--- src/rtl/sd_pkg.sv ---
// rtl/sd_pkg.sv - shared types and defaults for the sigma-delta decimation controller
package sd_pkg;

  // Controller states: no strobes / strobes with discarded outputs / strobes with captured outputs
  typedef enum logic [1:0] {
    IDLE   = 2'd0,
    SETTLE = 2'd1,
    RUN    = 2'd2
  } sdState_t;

  // Sinc3 start-up transient lasts three decimated periods
  localparam int SETTLE_COUNT = 3;

endpackage

--- src/rtl/sd_clk_div.sv ---
// rtl/sd_clk_div.sv - programmable enable divider producing the shared sample strobe
//
// Ports:
//   clk    system clock
//   rst    synchronous active-low reset
//   run    divider counts while high; strobe is forced low otherwise
//   clr    synchronous clear of the divide counter
//   div    strobe period is div+1 clocks
//   sd_en  one-cycle strobe when the counter reaches div
module sd_clk_div #(
  parameter int DIV_WIDTH = 8
) (
  input  logic                 clk,
  input  logic                 rst,
  input  logic                 run,
  input  logic                 clr,
  input  logic [DIV_WIDTH-1:0] div,
  output logic                 sd_en
);

  logic [DIV_WIDTH-1:0] div_cnt;

  assign sd_en = run && (div_cnt == div);

  always_ff @(posedge clk) begin
    if (!rst) begin
      div_cnt <= '0;
    end else if (clr) begin
      div_cnt <= '0;
    end else if (run) begin
      div_cnt <= sd_en ? '0 : div_cnt + 1'b1;
    end
  end

endmodule

--- src/rtl/sd_decim_ctrl.sv ---
// rtl/sd_decim_ctrl.sv - sequencing controller for the sigma-delta / Sinc3 decimation chain
//
// Ports:
//   clk, rst            system clock, synchronous active-low reset
//   cfgValid/cfgDiv/cfgOsr  configuration write (accepted only in IDLE with cfgOsr != 0)
//   cfgErr              one-cycle pulse after a rejected configuration write
//   start, stop         begin / end a conversion run
//   sdEn                shared strobe to the modulators and Sinc3
//   filtIn              Sinc3 output
//   outData/outValid/outReady  decimated sample handshake
//   busy                state is not IDLE
//   overrun             sticky: a sample was dropped because downstream stalled
module sd_decim_ctrl
  import sd_pkg::*;
#(
  parameter int DIV_WIDTH = 8,
  parameter int OSR_WIDTH = 8,
  parameter int WIDTH     = 16,
  parameter int SETTLE    = SETTLE_COUNT
) (
  input  logic                 clk,
  input  logic                 rst,
  input  logic                 cfgValid,
  input  logic [DIV_WIDTH-1:0] cfgDiv,
  input  logic [OSR_WIDTH-1:0] cfgOsr,
  output logic                 cfgErr,
  input  logic                 start,
  input  logic                 stop,
  output logic                 sdEn,
  input  logic [WIDTH-1:0]     filtIn,
  output logic [WIDTH-1:0]     outData,
  output logic                 outValid,
  input  logic                 outReady,
  output logic                 busy,
  output logic                 overrun
);

  // Index of the last discarded event; unused when SETTLE is 0
  localparam logic [7:0] SET_LAST = 8'(SETTLE - 1);

  sdState_t             state, state_nxt;
  logic [DIV_WIDTH-1:0] div_q;
  logic [OSR_WIDTH-1:0] osr_q;
  logic [OSR_WIDTH-1:0] osr_cnt;
  logic [7:0]           set_cnt;
  logic                 go;
  logic                 evt;
  logic                 evt_d1;
  logic                 capture_en;
  logic                 settle_evt;
  logic                 cfg_ok;

  assign go     = (state == sd_pkg::IDLE) && start;
  assign evt    = sdEn && (osr_cnt == osr_q - 1'b1);
  assign cfg_ok = (state == sd_pkg::IDLE) && (cfgOsr != '0);

  sd_clk_div #(
    .DIV_WIDTH(DIV_WIDTH)
  ) u_clk_div (
    .clk  (clk),
    .rst  (rst),
    .run  (busy),
    .clr  (go),
    .div  (div_q),
    .sd_en(sdEn)
  );

  // FSM state register
  always_ff @(posedge clk) begin
    if (!rst) begin
      state <= sd_pkg::IDLE;
    end else begin
      state <= state_nxt;
    end
  end

  // FSM next state; stop wins over a coincident decimation event
  always_comb begin
    state_nxt = state;
    unique case (state)
      sd_pkg::IDLE: begin
        if (start) state_nxt = (SETTLE == 0) ? sd_pkg::RUN : sd_pkg::SETTLE;
      end
      sd_pkg::SETTLE: begin
        if (stop)                                  state_nxt = sd_pkg::IDLE;
        else if (evt && (set_cnt == SET_LAST))     state_nxt = sd_pkg::RUN;
      end
      sd_pkg::RUN: begin
        if (stop) state_nxt = sd_pkg::IDLE;
      end
      default: state_nxt = sd_pkg::IDLE;
    endcase
  end

  // FSM outputs
  always_comb begin
    busy       = (state != sd_pkg::IDLE);
    capture_en = (state == sd_pkg::RUN) && evt && !stop;
    settle_evt = (state == sd_pkg::SETTLE) && evt && !stop;
  end

  // Configuration registers and reject pulse; cfg written with start lands before the first strobe
  always_ff @(posedge clk) begin
    if (!rst) begin
      div_q  <= '0;
      osr_q  <= OSR_WIDTH'(1);
      cfgErr <= 1'b0;
    end else begin
      cfgErr <= cfgValid && !cfg_ok;
      if (cfgValid && cfg_ok) begin
        div_q <= cfgDiv;
        osr_q <= cfgOsr;
      end
    end
  end

  // OSR and settle counters
  always_ff @(posedge clk) begin
    if (!rst) begin
      osr_cnt <= '0;
      set_cnt <= '0;
      evt_d1  <= 1'b0;
    end else begin
      evt_d1 <= capture_en;
      if (go) begin
        osr_cnt <= '0;
        set_cnt <= '0;
      end else begin
        if (sdEn) osr_cnt <= evt ? '0 : osr_cnt + 1'b1;
        if (settle_evt) set_cnt <= set_cnt + 1'b1;
      end
    end
  end

  // Capture one cycle after the event, since Sinc3 registers its output on the strobe edge
  always_ff @(posedge clk) begin
    if (!rst) begin
      outData  <= '0;
      outValid <= 1'b0;
      overrun  <= 1'b0;
    end else begin
      if (evt_d1) begin
        if (outValid && !outReady) begin
          overrun <= 1'b1;
        end else begin
          outData  <= filtIn;
          outValid <= 1'b1;
        end
      end else if (outValid && outReady) begin
        outValid <= 1'b0;
      end
      if (go) overrun <= 1'b0;
    end
  end

endmodule

--- config.mk ---
export PLATFORM = sky130hd
export DESIGN_NAME = sd_decim_ctrl
export DESIGN_NICKNAME = d
export VERILOG_FILES = /design/src/rtl/sd_pkg.sv /design/src/rtl/sd_clk_div.sv /design/src/rtl/sd_decim_ctrl.sv
export SDC_FILE = /design/constraint.sdc
export NUM_CORES = 1
export LEC_CHECK = 0
export ABC_AREA = 0
export ABC_CLOCK_PERIOD_IN_PS = 6970
export CAP_MARGIN = 40
export CORE_MARGIN = 3
export CORE_UTILIZATION = 45
export DETAILED_ROUTE_END_ITERATION = 7
export GPL_TIMING_DRIVEN = 0
export PLACE_DENSITY = 0.71
export SETUP_SLACK_MARGIN = 0.1
export SYNTH_ARGS = -nofsm -noshare
export SYNTH_HDL_FRONTEND = slang
export SYNTH_SLANG_ARGS = --single-unit
--- constraint.sdc ---
create_clock -name clk -period 6.97 [get_ports clk]
set_clock_uncertainty 0.15 [all_clocks]
set_input_delay 1.394 -clock clk [delete_from_list [all_inputs] [get_ports clk]]
set_output_delay 1.394 -clock clk [all_outputs]
set_load 0.01 [all_outputs]
==> out/results.ini, run 1 <==
[setup_path]
worstSetupPathType=flop to output pin
start_kind=flop
path_buf_inv=3
cp_slowest_cell=clkdlybuf4s50_1
cp_cell_sequence=nor2_1 > clkinv_1 > nand4_1 > clkinv_1 > clkdlybuf4s50_1
crit_arrival_ns=2.70
end_kind=output pin
slowest_delay_ns=0.57
required_ns=5.43
cp_top_family=buffers and inverters
cp_max_fo=9
cp_common_cell=clkinv_1

[sta]
rsz0062_at_grt=no
worst_slack_ns=2.73
finalCriticalPeriod_ns=4.24
setup_viol=0
fmax_mhz=236
slew_headroom=0.664
finalSetupTns_ns=0
hold_viol=0
drv_slew=0
hold_slack_ns=0.313
tightest_slew_ns=0.504
min_period_over_period=0.608

[grt]
gr-total-overflow=0
grt_antenna_before_repair=0
grtUsageTotal=0.209
grt_max_degree=11
grt_pass1_wl_um=12300
grt_pass1_vias=2644

[power_and_ir_drop]
vdd.ir_drop.worst_mv=0.114
p_per_area_mw_per_mm2=208
leakage_nw=1.37

[clocking]
clockRootBuffer=clkbuf_8
cts_sinks=62
cts-hold-fix-buffers=0
cts_htree_levels=3
cts_tree=done
clock_path_buffers=2
numCtsBuffers=9
post_cts_resized=0
clk-insertion-delay-late_ns=0.34
clkTransAtPathRegs_ns=0.07
postCtsSetupBuffers=0

[drt]
routedWlPerCell_um=14.4
via_per_inst=5.36
drtAntennaViolNets=0
routed_wirelength_um=6950
first_pass_iters=4
route.detailed.drc=0
vias=2580
drt-initial-drc-count=103

[floorplanning]
initial_utilization=0.477
fp.dieArea_mm2=0.00747
fp.coreArea_mm2=0.00610
die_w_um=86.4
fp-row-count=28
die_h_um=86.4
boundaryPins=59

[worst_hold_path]
hold_class=flop to flop

[placement]
port-buffer-count=56
hpwl_um=5080
gp_congestion=0.789
pre_cts_ws_ns=3.11

[logic_synthesis]
synth_seq_area_share=0.426
yosysUniqueCellTypes=43
synth_top_area_cell=dfxtp_1
yosys-top-cells-area=dfxtp_1 43%, nand2_1 7.0%, a21boi_0 5.9%, xor2_1 5.1%, xnor2_1 3.3%
yosys_warnings=0
synth.most_common_cell=dfxtp_1
async_reset_ff_frac=0
yosys_register_bits=62
yosys_most_used_dff=dfxtp_1
synth_common_cells=62 x dfxtp_1, 54 x nand2_1, 23 x a21boi_0, 18 x nand3_1, 17 x xor2_1
synth_area_per_cell_um2=8.71
netlist_area_mm2=0.00291
syn_nets=377
synth_top_cell_area_share=0.426
netlist_instances=334
synth_edf_count=0

[cells_and_area]
fin_nets=444
syn_to_final_growth_pct=29.4
num_antenna_cells=0
drive_gt1_frac=0.0591

[run_status]
outcome=finished, final reports clean

[job]
maxCapViolations=0

[through the flow]
stage	std cells	cell area, um^2	power, W	utilization
after floorplan	334	2910	0.000431	-
after global placement	465	3560	0.000469	0.585
after detailed placement	465	3560	0.000470	0.585
after CTS	481	3760	0.000792	0.618
after global routing	481	3760	0.000820	0.618
final	481	3760	0.000785	0.618
[cell families after synthesis]
family / share of synthesized area
buffers and inverters: 0.0327
adders and majority gates: 0.0215
AOI/OAI and AO/OA: 0.139
muxes: 0.0275
DFF: 0.426
and+or+nand+nor: 0.268
xor gates and xnor gates: 0.0843
[area by class of cell]
type,count,area (um^2)
plain buffers,17,68.8
clock buffers,12,155
clock inverters,4,45.0
fillers,560,2330
inverters,7,26.3
multi-input cells,248,1570
flip-flops and latches,62,1240
well taps,75,93.8
repair buffers,56,561
[tightest hold or removal path, stage by stage, from the launching register on]
cell and delay, ns:
dfxtp_1 0.31, nand2_1 0.04, a21boi_0 0.06
[flip-flops by register name, indices dropped and copies added (netlist names)]
register	flops
state	2
osr_cnt	8
overrun	1
u_clk_div.div_cnt	8
set_cnt	8
cfgErr	1
osr_q	8
div_q	8
outData	16
evt_d1	1
outValid	1
[where the power goes]
| group | leakage [nW] | internal (W) | switching, W | total [W] |
|---|---|---|---|---|
| Clock | 0.106 | 0.000183 | 0.000139 | 0.000322 |
| Combinational | 0.760 | 0.0000456 | 0.0000480 | 0.0000936 |
| Sequential | 0.502 | 0.000362 | 0.00000712 | 0.000369 |
| Total | 1.37 | 0.000590 | 0.000194 | 0.000785 |
[cell usage in the layout, fill, tap and decap left out, drive strengths merged, types with 2 or more instances in the layout]
| master | n |
|---|---|
| nor3b | 2 |
| a21oi | 15 |
| nor2 | 15 |
| dfxtp | 62 |
| ha | 5 |
| inv | 5 |
| or4b | 2 |
| clkbuf | 27 |
| a21boi | 23 |
| and3 | 3 |
| nor4 | 8 |
| o211a | 2 |
| mux2i | 8 |
| buf | 2 |
| nand2b | 6 |
| nand4 | 7 |
| or4 | 7 |
| or3 | 3 |
| o31ai | 8 |
| nor3 | 10 |
| a31oi | 2 |
| clkinv | 5 |
| xor2 | 17 |
| clkdlybuf4s50 | 56 |
| nand3 | 18 |
| xnor2 | 11 |
| nand2 | 54 |
| nor2b | 11 |
[routing by layer]
metal | GRT usage | vias to the layer above | wire length [um] | part of all wire
met5 | 0 | - | 0 | 0
met4 | 0.105 | 0 | 145 | 0.021
met3 | 0.0437 | 11 | 258 | 0.037
met2 | 0.337 | 52 | 3400 | 0.49
met1 | 0.264 | 1210 | 3140 | 0.45
li1 | - | 1307 | - | -
[final timing paths]
path	slack, ns	cells after the start	start	endpoint
worst min-delay path	0.31	2	outData[7]	outData[7]
worst max register to register	4.01	7	state[0]	u_clk_div.div_cnt[3]
worst max-delay path	2.73	5	state[0]	sdEn
worst min register to register	0.31	2	outData[7]	outData[7]
No activity file was read; power rests on OpenSTA's default activity.
==> run 2, diff against run 1 <==
--- a/config.mk
+++ b/config.mk
@@ -6,13 +6,13 @@
 export NUM_CORES = 1
 export LEC_CHECK = 0
 export ABC_AREA = 0
-export ABC_CLOCK_PERIOD_IN_PS = 6970
+export ABC_CLOCK_PERIOD_IN_PS = 3600
 export CAP_MARGIN = 40
 export CORE_MARGIN = 3
 export CORE_UTILIZATION = 45
 export DETAILED_ROUTE_END_ITERATION = 7
 export GPL_TIMING_DRIVEN = 0
-export PLACE_DENSITY = 0.71
+export PLACE_DENSITY = 0.74
 export SETUP_SLACK_MARGIN = 0.1
 export SYNTH_ARGS = -nofsm -noshare
 export SYNTH_HDL_FRONTEND = slang
==> constraint.sdc (replaced) <==
create_clock -name clk -period 3.6 [get_ports clk]
set_clock_uncertainty 0.15 [all_clocks]
set_input_delay 0.72 -clock clk [delete_from_list [all_inputs] [get_ports clk]]
set_output_delay 0.72 -clock clk [all_outputs]
set_load 0.01 [all_outputs]
==> run 2 against run 1 <==
Non-clock buffer count up 2. Critical path depth unchanged. Via count up 0.78%. Clock power up 62%. Hold slack worse by 0.0011 ns. Sequential share of layout area up 0.21 points. First-iteration DRC count up 59%. Die area unchanged. Setup slack worse by 2.4 ns. Core utilization down 0.39 points. Total power up 81%. Global-route usage down 1.0 points.
==> out/results.ini, run 2 (synthesis gave the netlist of run 1 again) <==
[power_and_ir_drop]
p_per_area_mw_per_mm2=380  ; +82%
vdd.ir_drop.worst_mv=0.339  ; +200%
total_power_w=0.00142  ; +81%
leakage_nw=1.36  ; -0.50%

[drt]
vias=2600  ; +0.78%
via_per_inst=5.42  ; +0.99%
routed_wirelength_um=6800  ; -2.1%
first_pass_iters=4  ; unchanged
drtAntennaViolNets=0  ; unchanged
drt-initial-drc-count=164  ; +59%
routedWlPerCell_um=14.2  ; -1.9%
route.detailed.drc=0  ; unchanged

[sta]
drv_slew=0  ; unchanged
slew_headroom=0.689  ; +0.0245
setup_viol=0  ; unchanged
hold_viol=0  ; unchanged
finalSetupTns_ns=0  ; unchanged
finalCriticalPeriod_ns=3.24
rsz0062_at_grt=no
tightest_slew_ns=0.467  ; -0.0367 ns
fmax_mhz=309
min_period_over_period=0.900

[clocking]
clockRootBuffer=clkbuf_8
numCtsBuffers=9  ; unchanged
cts_tree=done
clkTransAtPathRegs_ns=0.06  ; about the same
cts_htree_levels=3  ; unchanged
cts-hold-fix-buffers=0  ; unchanged
clk-insertion-delay-late_ns=0.34  ; about the same
clock_path_buffers=2  ; unchanged
cts_sinks=62  ; unchanged

[cells_and_area]
final_cell_mix=62 x dfxtp_1, 56 x clkdlybuf4s50_1, 54 x nand2_1
top_register=outData
drive_gt1_frac=0.0617  ; +0.00262
seqCellArea_mm2=0.00124  ; unchanged
fin_nets=446  ; +0.45%
fin_cells=480  ; -0.21%
num_antenna_cells=0  ; unchanged
layout_commonest_cell=dfxtp_1
multi_input_comb_area_mm2=0.00157  ; unchanged
fillCellCount=580  ; +3.6%
syn_to_final_growth_pct=28.5
largest_reg_flops=16  ; unchanged

[floorplanning]
die_h_um=86.4  ; unchanged
fp-row-count=28  ; unchanged
boundaryPins=59  ; unchanged
initial_utilization=0.477  ; unchanged
die_w_um=86.4  ; unchanged
fp.coreArea_mm2=0.00610  ; unchanged
fp.dieArea_mm2=0.00747  ; unchanged

[grt]
grt_pass1_wl_um=11700  ; -4.4%
grt_antenna_before_repair=0  ; unchanged
gr-total-overflow=0  ; unchanged
grt_max_degree=11  ; unchanged
grt_pass1_vias=2494  ; -5.7%
grtUsageTotal=0.199  ; -0.0103

[setup_path]
r2r_start=osr_q[0]
worstSetupPathType=flop to output pin
end_kind=output pin
crit_arrival_ns=2.37  ; -0.33 ns
cp-startpoint=u_clk_div.div_cnt[1]
start_kind=flop
cp_max_fo=8  ; -1
rrSetupSlack_ns=0.86  ; -3.15 ns
required_ns=2.73  ; -2.70 ns

[worst_hold_path]
hp-start=outData[9]
hold_class=flop to flop

[placement]
dp.cells=465  ; unchanged
gp_congestion=0.803  ; +1.7%
port-buffer-count=56  ; unchanged
hpwl_um=5110  ; +0.70%

[job]
maxCapViolations=0  ; unchanged

[run_status]
outcome=finished, final reports clean

run 2: cell types whose count changed in the layout (fill, tap and decap cells not counted), sizes merged:
cell / previous run / this run
bufinv: 1 / 0
clkbuf: 27 / 26
clkinv: 5 / 3
inv: 5 / 6
buf: 2 / 4
run 2: stage by stage:
step | setup slack, ns | utilization | hold slack, ns | area (um^2)
finish | 0.359 | 0.614 | 0.312 | 3740
global route | 0.243 | 0.614 | 0.333 | 3740
CTS | 0.108 | 0.611 | 0.317 | 3730
detailed placement | 0.444 | 0.585 | 0.308 | 3560
global placement | 0.414 | 0.585 | 0.300 | 3560
floorplan | 1.26 | - | 0.297 | 2910
run 2: critical path: stages, from the launching register on:
cell,delay [ns]
dfxtp_1,0.45
xor2_1,0.11
nor4_1,0.32
nand4_1,0.32
clkinv_1,0.27
clkdlybuf4s50_1,0.57
run 2: what timing repair did:
action,CTS,global route
resized for setup,0,1
hold endpoints to repair,0,0
setup buffers,0,2
gates cloned,0,0
pin swaps,1,0
endpoints found under the setup margin,1,1
run 2: path summary, 6_finish.rpt:
| kind | endpoint | cells past startpoint |
|---|---|---|
| max | sdEn | 5 |
| max reg2reg | set_cnt[1] | 9 |
| min | outData[9] | 2 |
| min reg2reg | outData[9] | 2 |
run 2: power by group:
part           internal [W]  switching [W]  total, W
clock              0.000273       0.000250  0.000523
combinational     0.0000901      0.0000926  0.000183
sequential         0.000701      0.0000135  0.000714
total               0.00106       0.000356   0.00142
run 2: layout make-up:
cell class / count / area share
Clock buffer: 11 / 0.0405
Sequential cell: 62 / 0.332
Multi-Input combinational cell: 248 / 0.421
Clock inverter: 2 / 0.00268
Tap cell: 75 / 0.0251
Buffer: 17 / 0.0184
Timing Repair Buffer: 58 / 0.154
Inverter: 7 / 0.00702
run 2: per-layer routing:
layer  up-vias  wire length [um]  GRT usage  part of all wire
li1       1305                 -          -                 -
met1      1235              3040      0.251              0.45
met2        52              3360      0.328              0.49
met3         8               310     0.0618             0.046
met4         0                85     0.0552             0.012
met5         -                 0          0                 0
